--- config.mk ---
export PLATFORM = sky130hd
export DESIGN_NAME = mac_accumulator
export DESIGN_NICKNAME = d
export VERILOG_FILES = /design/src/rtl/mac_pkg.sv /design/src/rtl/mac_sat_add.sv /design/src/rtl/mac_accumulator.sv
export SDC_FILE = /design/constraint.sdc
export NUM_CORES = 1
export LEC_CHECK = 0
export ABC_AREA = 1
export CORE_ASPECT_RATIO = 1.75
export CORE_UTILIZATION = 55
export DETAILED_ROUTE_END_ITERATION = 8
export PLACE_DENSITY = 0.95
export SYNTH_ARGS = -nofsm -noshare
export SYNTH_HDL_FRONTEND = slang
export SYNTH_HIERARCHICAL = 1
export SYNTH_SLANG_ARGS = --single-unit
--- constraint.sdc ---
create_clock -name clk -period 3.7 [get_ports clk]
set_input_delay 0.37 -clock clk [delete_from_list [all_inputs] [get_ports clk]]
set_output_delay 0.37 -clock clk [all_outputs]
set_load 0.03 [all_outputs]
--- src/rtl/mac_pkg.sv ---
// Shared types and default widths for the MAC accumulate stage.
// Product width is common with the upstream 8x8 multiplier.
package mac_pkg;

    localparam int ACC_W_DEF = 20;
    localparam int LEN_W_DEF = 4;
    localparam int PROD_W    = 16;

    typedef enum logic [1:0] {
        ST_IDLE  = 2'd0,
        ST_ACCUM = 2'd1,
        ST_DONE  = 2'd2
    } state_e;

endpackage

--- src/rtl/mac_sat_add.sv ---
// Combinational ACC_W-bit accumulate add with carry-out.
// MAC_ACC_SATURATE_EN defined: clamp to all-ones on carry; otherwise wrap.
module mac_sat_add
    import mac_pkg::*;
#(
    parameter int ACC_W = ACC_W_DEF
) (
    input  logic [ACC_W-1:0]  acc,
    input  logic [PROD_W-1:0] addend,
    output logic [ACC_W-1:0]  sum,
    output logic              carry
);

    logic [ACC_W:0] wide_sum;

    always_comb begin
        wide_sum = {1'b0, acc} + {{(ACC_W + 1 - PROD_W){1'b0}}, addend};
        carry    = wide_sum[ACC_W];
`ifdef MAC_ACC_SATURATE_EN
        sum      = carry ? {ACC_W{1'b1}} : wide_sum[ACC_W-1:0];
`else
        sum      = wide_sum[ACC_W-1:0];
`endif
    end

endmodule

--- src/rtl/mac_accumulator.sv ---
// Accumulates a programmed number of 16-bit products into an ACC_W-bit sum.
// Overflow behaviour is selected by MAC_ACC_SATURATE_EN (see mac_sat_add).
module mac_accumulator
    import mac_pkg::*;
#(
    parameter int ACC_W = ACC_W_DEF,
    parameter int LEN_W = LEN_W_DEF
) (
    input  logic              clk,
    input  logic              rst,
    input  logic              start,
    input  logic [LEN_W-1:0]  len,
    input  logic              in_valid,
    output logic              in_ready,
    input  logic [PROD_W-1:0] product,
    output logic              out_valid,
    input  logic              out_ready,
    output logic [ACC_W-1:0]  acc_out,
    output logic              overflow,
    output logic              busy
);

    // One extra bit so a len of 0 can hold the full 2^LEN_W term count.
    localparam logic [LEN_W:0] CNT_ONE  = {{LEN_W{1'b0}}, 1'b1};
    localparam logic [LEN_W:0] CNT_FULL = {1'b1, {LEN_W{1'b0}}};

    state_e           state_q, state_d;
    logic [LEN_W:0]   cnt_q, cnt_d;
    logic [ACC_W-1:0] acc_q, acc_d;
    logic             ovf_q, ovf_d;
    logic             out_valid_q, out_valid_d;
    logic             busy_q, busy_d;

    logic [ACC_W-1:0] add_sum;
    logic             add_carry;

    mac_sat_add #(
        .ACC_W (ACC_W)
    ) u_add (
        .acc    (acc_q),
        .addend (product),
        .sum    (add_sum),
        .carry  (add_carry)
    );

    always_comb begin
        state_d = state_q;
        cnt_d   = cnt_q;
        acc_d   = acc_q;
        ovf_d   = ovf_q;
        case (state_q)
            ST_IDLE: begin
                if (start) begin
                    cnt_d   = (len == '0) ? CNT_FULL : {1'b0, len};
                    acc_d   = '0;
                    ovf_d   = 1'b0;
                    state_d = ST_ACCUM;
                end
            end
            ST_ACCUM: begin
                if (in_valid) begin
                    acc_d = add_sum;
                    ovf_d = ovf_q | add_carry;
                    cnt_d = cnt_q - CNT_ONE;
                    if (cnt_q == CNT_ONE) begin
                        state_d = ST_DONE;
                    end
                end
            end
            ST_DONE: begin
                if (out_ready) begin
                    state_d = ST_IDLE;
                end
            end
            default: state_d = ST_IDLE;
        endcase
        // Status outputs are registered copies of the next-state decode.
        out_valid_d = (state_d == ST_DONE);
        busy_d      = (state_d != ST_IDLE);
    end

    always_ff @(posedge clk or posedge rst) begin
        if (rst) begin
            state_q     <= ST_IDLE;
            cnt_q       <= '0;
            acc_q       <= '0;
            ovf_q       <= 1'b0;
            out_valid_q <= 1'b0;
            busy_q      <= 1'b0;
        end else begin
            state_q     <= state_d;
            cnt_q       <= cnt_d;
            acc_q       <= acc_d;
            ovf_q       <= ovf_d;
            out_valid_q <= out_valid_d;
            busy_q      <= busy_d;
        end
    end

    assign in_ready  = (state_q == ST_ACCUM);
    assign out_valid = out_valid_q;
    assign acc_out   = acc_q;
    assign overflow  = ovf_q;
    assign busy      = busy_q;

endmodule

---- Word level (Yosys, flattened, before mapping) ----
Cells that the tools add are included.
Widths: inputs -> output; s select.
word-level totals
  register bits after elaboration ......... 30
  input bits .............................. 25
  logic and storage cells ................. 35
  output and inout bits ................... 24
cells by class
  equality and inequality tests ........... 6
  bitwise operators ....................... 1
  reductions and logical operators ........ 5
  muxes and demuxes ....................... 15
  $add $sub $neg .......................... 2
operators by type and width
  operator             number
  $mux 20              2
  $pmux 20 s2          1
  $add 20x16->21       1
  $mux 5               3
  $pmux 5 s2           1
  $mux 2               4
  $pmux 2 s3           1
  $eq 5x1->1 const B   1
  $sub 5x1->5 const B  1
  $eq 2x2->1 const B   2
  $logic_not 4->1      1
  $ne 2x2->1 const B   2
  $reduce_bool 2->1    2
  $reduce_and 3->1     1
  $eq 2x1->1 const B   1
  $logic_not 2->1      1
  $mux 1               2
  $pmux 1 s2           1
  $or 1x1->1           1

---- Longest topological paths before layout ----
  word-level depth ........................ 5
  mapped depth ............................ 13
  gate-level depth less buffers ........... 13

---- Hierarchy ----
The synthesis kept the hierarchy.
modules (own cells, without submodules)
  module           times used  sequential area each (um2)  cells each  area each (um2)
  mac_accumulator  1           750.7                       166         1381.3
  mac_sat_add      1           0.0                         219         1159.9

---- Least setup slack after synthesis ----
Ideal clock, no wire load.
  kind .................................... flip-flop to flip-flop
  start ................................... register acc_q[0], in the netlist acc_out[0]
  end ..................................... register acc_q[16], in the netlist acc_out[16]
  arrival ................................. 1.884 ns
  setup slack ............................. 1.698 ns
  period minus slack after synthesis ...... 2.002 ns
  buffers on the path ..................... 0
  setup time .............................. 0.119 ns
  data required time ...................... 3.581 ns
  cell stages (with the launch flop) ...... 13
  path through ............................ dfrtp_1 -> ha_1 -> fa_1 -> nand3_1 -> nand3_1 -> nand2_1 -> nand2_2 -> nand2_1 -> nand2_1 -> nand2_1 -> nand2_1 -> nand3_1 -> nand2_1
between the ends
  word-level cells in the longest chain between the ends .. 3
ends and longest elaborated chain
  element                 line                   source
  start, declared         mac_accumulator.sv:29  logic [ACC_W-1:0] acc_q, acc_d;
  start signal, assigned  mac_accumulator.sv:86  acc_q <= '0;
  start signal, assigned  mac_accumulator.sv:93  acc_q <= acc_d;
  $add 20x16->21          mac_sat_add.sv:17      wide_sum = {1'b0, acc} + {{(ACC_W + 1 - PROD_W){1'b0}}, addend};
  via add_sum[16]         mac_accumulator.sv:34  logic [ACC_W-1:0] add_sum;
  $mux 20                 mac_accumulator.sv:61  if (in_valid) begin
  $pmux 20 s2             mac_accumulator.sv:51  case (state_q)
The timed path passes the listed nets, and every way through them passes these cells. The select of a mux whose other input is x is not followed.
A chain may end at the register's enable or synchronous reset.

---- Worst setup path after layout ----
  start ................................... register state_q[1]
  end ..................................... output in_ready
between the ends
  word-level cells in the longest chain between the ends .. 1
ends and longest elaborated chain
  element                 line                    source
  start, declared         mac_accumulator.sv:27   state_e state_q, state_d;
  start signal, assigned  mac_accumulator.sv:91   state_q <= state_d;
  $eq 2x1->1              mac_accumulator.sv:100  assign in_ready = (state_q == ST_ACCUM);
  end, declared           mac_accumulator.sv:14   output logic in_ready,
Every way passes these cells.

==> flow_metrics.tcl <==
set metrics [dict create \
    status "finished, final reports clean" \
    drtPass1Iterations 5 \
    numCtsBuffers 5 \
    switching_share 0.516 \
    cp.arrival_ns 2.05 \
    grt_usage 0.294 \
    place_congestion 0.970 \
    antenna_cells 0 \
    reg2reg_to "acc_out[16]" \
    crit_path_start_kind "flip-flop" \
    dp.cells 480 \
    die_y_um 91.9 \
    ys_seq_elements 30 \
    power_switching_uw 1260 \
    postSynth.asyncResetShare 1.00 \
    ioPinCount 49 \
    p_leak_uw 0.00169 \
    routed_wl_um 6450 \
    routedWlPerCell_um 13.2 \
    core_sq_um 4400 \
    grt_overflow 0 \
    rows 32 \
    fmax_mhz 413 \
    synthesis.area_sq_um 2540 \
    grt_max_degree 31 \
    reg2regPathDepth 12 \
    clkPwrFrac 0.104 \
    share_comb_of_total_power 0.662 \
    hold_path.class "in2async" \
    clock-root-buffer "clkbuf_8" \
    cts_num_sinks 30 \
    crit_path_end_kind "output pin" \
    nets 480 \
    vias 2627 \
    fin_area_sq_um 3120 \
    drive_gt1_frac 0.0940 \
    ys_types 26 \
    finalHoldViolCount 0 \
    clk-insertion-delay-late_ns 0.28 \
    cts-hold-fix-buffers 0 \
    intPower_uw 1180 \
    slew_violations 0 \
    placed_area_sq_um 3050 \
    grt_pass1_wl_um 10800 \
    hpwl_um 4700 \
    fin_cells 487 \
    slew_headroom 0.662 \
    tightest_slew_ns 0.506 \
    grt_antenna_before_repair 0 \
    ant_nets 0 \
    syn_nets 429 \
    die_x_um 53.4 \
    drtIter0Drc 113 \
    syn_avg_cell_area_sq_um 6.60 \
    share_seq_of_total_power 0.235 \
    fin_skew_ns 0.00684 \
    post_cts_resized 0 \
    setup-violations-final 0 \
    required_ns 3.33 \
    cap_violations 0 \
    portBuffers 48 \
    ys_seq_area_frac 0.295 \
    initial_core_util 0.577 \
    synth_edf_count 0 \
    htree_levels 2 \
    powerDensity_nw_per_um2 782 \
    ys.flop_type "dfrtp_1" \
    cts_buffer_depth 2 \
    register_area_sq_um 751 \
    period_needed_ns 2.42 \
    crit-reg2reg-launch "acc_out[0]" \
    post_cts_buffers 0 \
    die_area_sq_um 4910 \
    n_fill_cell 359 \
    rrSetupSlack_ns 1.57 \
    area_delta_synth_final_pct 22.8 \
    grt_pass1_vias 2519 \
    multiInputGateArea_sq_um 1540 \
    viasPerCell 5.39 \
    peakVddDrop_v 0.000577 \
    synth_cells 385 \
    cts_tree "yes" \
    path_class "reg2out" \
    final.period_utilization 0.655 \
    rsz0062_at_grt "no" \
    cts.clk_slew.worst_paths_ns 0.07 \
    yosysWarnings 6 \
    fin_setup_tns_ns 0 \
    worstPathMaxFanout 27 \
    drc 0 \
]
## power by group through the flow
stage / Sequential (uW) / Clock [uW] / Combinational [uW]
after floorplan: 735 / 0 / 1000
final: 573 / 253 / 1620
after detailed placement: 575 / 0 / 1590
after global routing: 591 / 270 / 1780
after global placement: 570 / 0 / 1540
after CTS: 572 / 262 / 1600
## routing by layer
layer / track usage / part of all wire
met3: 0.0398 / 0.041
met4: 0.160 / 0.046
met1: 0.341 / 0.39
met2: 0.494 / 0.53
met5: 0 / 0
## sequential cells by signal, indices dropped and copies added, names as in the netlist
register,cells
busy,1
out_valid,1
cnt_q,5
acc_out,20
state_q,2
overflow,1
## cell families after synthesis
logic type	count (synthesis)	share of synthesized area
compound gates	26	0.0551
flops	30	0.295
fa+ha+maj	19	0.0965
simple gates	244	0.425
xor+xnor	9	0.0310
buf+inv	57	0.0970
## layout by cell type (no fill, tap or decap), drive strengths merged, types with 4 or more instances in the layout
| cell | instances |
|---|---|
| nand2 | 153 |
| inv | 51 |
| clkdlybuf4s50 | 48 |
| nand3 | 45 |
| nor2 | 36 |
| dfrtp | 30 |
| ha | 18 |
| a21oi | 17 |
| o21ai | 8 |
| xor2 | 8 |
| clkbuf | 7 |
| nand4 | 4 |
## how the worst max path moves through the flow
stage	from	to	cells after the start	slack, ns
2_1_floorplan	acc_out[0]	acc_out[16]	12	1.70
3_3_place_gp	product[0]	acc_out[16]	13	1.39
3_5_place_dp	product[0]	acc_out[16]	13	1.28
4_1_cts	state_q[1]	in_ready	4	1.29
5_1_grt	state_q[1]	in_ready	4	1.22
6_report	state_q[1]	in_ready	4	1.28
## synth_stat cells (5+ instances only)
master     n  area [sq um]
a21oi_1   15          75.1
dfrtp_1   30           751
ha_1      18           225
inv_1     43           161
inv_2      8          30.0
nand2_1  141           529
nand2_2   12          75.1
nand3_1   40           200
nor2_1    30           113
nor2_2     5          31.3
o21ai_0    8          40.0
xor2_1     8          70.1
## area by class of cell
type | count | area share
tap | 51 | 0.0204
sequential | 30 | 0.240
inverter | 51 | 0.0613
clock buffer | 7 | 0.0244
timing repair buffer | 50 | 0.159
multi-input combinational | 298 | 0.495
## worst max-delay path: stages, from the launching register on
cell and delay, ns:
dfrtp_1 0.40, inv_2 0.09, nand2_2 0.10, inv_2 0.40, clkdlybuf4s50_1 0.77
## stage by stage
step | worst slack (ns) | utilization | hold slack [ns] | power [uW]
3_5_place_dp | 1.28 | 0.691 | 0.490 | 2160
4_1_cts | 1.29 | 0.709 | 0.492 | 2430
6_report | 1.28 | 0.709 | 0.481 | 2440
5_1_grt | 1.22 | 0.709 | 0.537 | 2650
2_1_floorplan | 1.70 | - | 0.461 | 1730
3_3_place_gp | 1.39 | 0.691 | 0.484 | 2110
(Power assumes the default switching activity.)
==> RTL edit (same settings) <==
Encoding of `state_e`: now one-hot (3 bits for 3 states).
--- a/src/rtl/mac_pkg.sv
+++ b/src/rtl/mac_pkg.sv
@@ -6,10 +6,10 @@
     localparam int LEN_W_DEF = 4;
     localparam int PROD_W    = 16;
 
-    typedef enum logic [1:0] {
-        ST_IDLE  = 2'd0,
-        ST_ACCUM = 2'd1,
-        ST_DONE  = 2'd2
+    typedef enum logic [2:0] {
+        ST_IDLE  = 3'b001,
+        ST_ACCUM = 3'b010,
+        ST_DONE  = 3'b100
     } state_e;
 
 endpackage
Function: same outputs for any inputs over 10 cycles, from zero or initial values and one cycle with rst high; not proved beyond that.
==> RTL edit against the unedited design <==
Setup slack better by 160 ps; register-to-register slack improved by 40 ps; routed wire length rose by 7.3%; die area increased by 3.0%; sequential cell count increased by 1; count of clock-buffer cells in the layout decreased by 1; sequential share of layout area about the same; power decreased by 5.4%; area after synthesis up 3.1%; hold slack lost 35 ps; design area rose by 3.6%; largest cell class unchanged.
==> RTL edit: results (changes against the unedited design) <==
Crit path arrival time 1890 ps (was 2050 ps); number of global-route vias before repair 2,666 (was 2,519); most frequent cells after synthesis nand2_1, nand3_1, inv_1 (was nand2_1, inv_1, nand3_1); LEAKAGE 1.75 nW (was 1.69 nW); Tot GR Track Use 30.6% (was 29.4%); # Post-CTS Setup Buffers 0 (unchanged); Synth cell types 33 (was 26); Post-DP HPWL 5020 um (was 4700 um); measured slew at the worst slew-check pin 597 ps (was 506 ps); cts repair resizes 0 (unchanged); Peak VDD IR 0.570 mV (was 0.577 mV); largest net degree at the start of global routing 29 (was 31); Final nets 479 (was 480); Layout Skew 4.00 ps (was 6.84 ps); WL per Instance 14.2 um (was 13.2 um); Synthesized Nets 429 (unchanged); Max H-tree Level 2 (unchanged); Placement Cell Area 0.00312 mm^2 (was 0.00305 mm^2); initial antenna violation count 0 (unchanged); deepest clock path buffer count 2 (unchanged); GP Congestion 0.946 (was 0.970); Vias 2,761 (was 2,627); layout cell share with drive strength beyond 1 12.4% (was 9.40%); Synth area leaders dfrtp_1, nand2_1, nand3_1, ha_1, inv_1 (was dfrtp_1, nand2_1, ha_1, nand3_1, inv_1); Initial DRT Pass Iterations 7 (was 5); initial DRC count 115 (was 113); flop-to-flop setup slack 1610 ps (was 1570 ps); Port Buffers 48 (unchanged); sequential fraction of the synthesis area 29.7% (was 29.5%); outcome completed (unchanged); first-pass GRT wire length 11,400 um (was 10,800 um)
## RTL edit: cell count changes after synthesis, moves of 3 or more
| cell | before | now |
|---|---|---|
| a21oi_1 | 15 | 12 |
| inv_1 | 43 | 40 |
| nand2_1 | 141 | 133 |
| nand2_2 | 12 | 19 |
| nand3_1 | 40 | 49 |
| nor2_1 | 30 | 20 |
## RTL edit: layer usage
| layer | track usage [%] | up-vias | share of wire, % | routed length, um |
|---|---|---|---|---|
| met5 | 0 | - | 0 | 0 |
| met4 | 16.9 | 0 | 4.9 | 340 |
| met1 | 33.9 | 1270 | 36 | 2520 |
| met2 | 51.8 | 129 | 52 | 3630 |
| met3 | 5.69 | 35 | 6.2 | 427 |
| li1 | - | 1327 | - | - |
## RTL edit: critical path, cell delays in order (launching register included)
cell and delay (ps):
dfrtp_1 410, inv_2 100, nand3_4 150, inv_6 230, clkdlybuf4s50_1 720
## RTL edit: power breakdown
group          internal, mW  switching [mW]
Clock                 0.218           0.139
Combinational         0.492           0.905
Sequential            0.454           0.103
Total                  1.16            1.15
## RTL edit: cells by family after synthesis
| group | after synthesis | share of synthesized area, % |
|---|---|---|
| xor gates and xnor gates | 9 | 3.01 |
| AOI/OAI and AO/OA | 26 | 5.40 |
| and+or+nand+nor | 245 | 43.1 |
| adders and majority gates | 19 | 9.36 |
| buffers and inverters | 55 | 9.46 |
| DFF | 31 | 29.7 |
## RTL edit: path summary, 6_finish.rpt
| check | startpoint | cells after the start | endpoint |
|---|---|---|---|
| max | state_q[2] | 4 | in_ready |
| min | rst | 2 | acc_out[1] |
| max reg2reg | acc_out[0] | 12 | acc_out[16] |
| min reg2reg | cnt_q[4] | 2 | cnt_q[4] |
| max in group asynchronous | rst | 3 | state_q[0] |
| min in group clk | cnt_q[4] | 2 | cnt_q[4] |
## RTL edit: cell type report
class	instances	area [um^2]
multi-input cells	299	1600
flip-flops and latches	31	777
fillers	337	1250
well taps	51	63.8
clock inverters	2	35.0
repair buffers	49	488
inverters	49	194
clock buffers	6	82.6
## RTL edit: per-stage QoR
stage / hold slack (ps) / utilization, % / std cells / worst slack [ps]
after floorplan: 471 / - / 385 / 1690
after global placement: 488 / 69.5 / 479 / 1390
after detailed placement: 493 / 69.5 / 479 / 1320
after CTS: 474 / 72.2 / 487 / 1440
after global routing: 489 / 72.2 / 487 / 1370
final: 445 / 72.2 / 487 / 1440
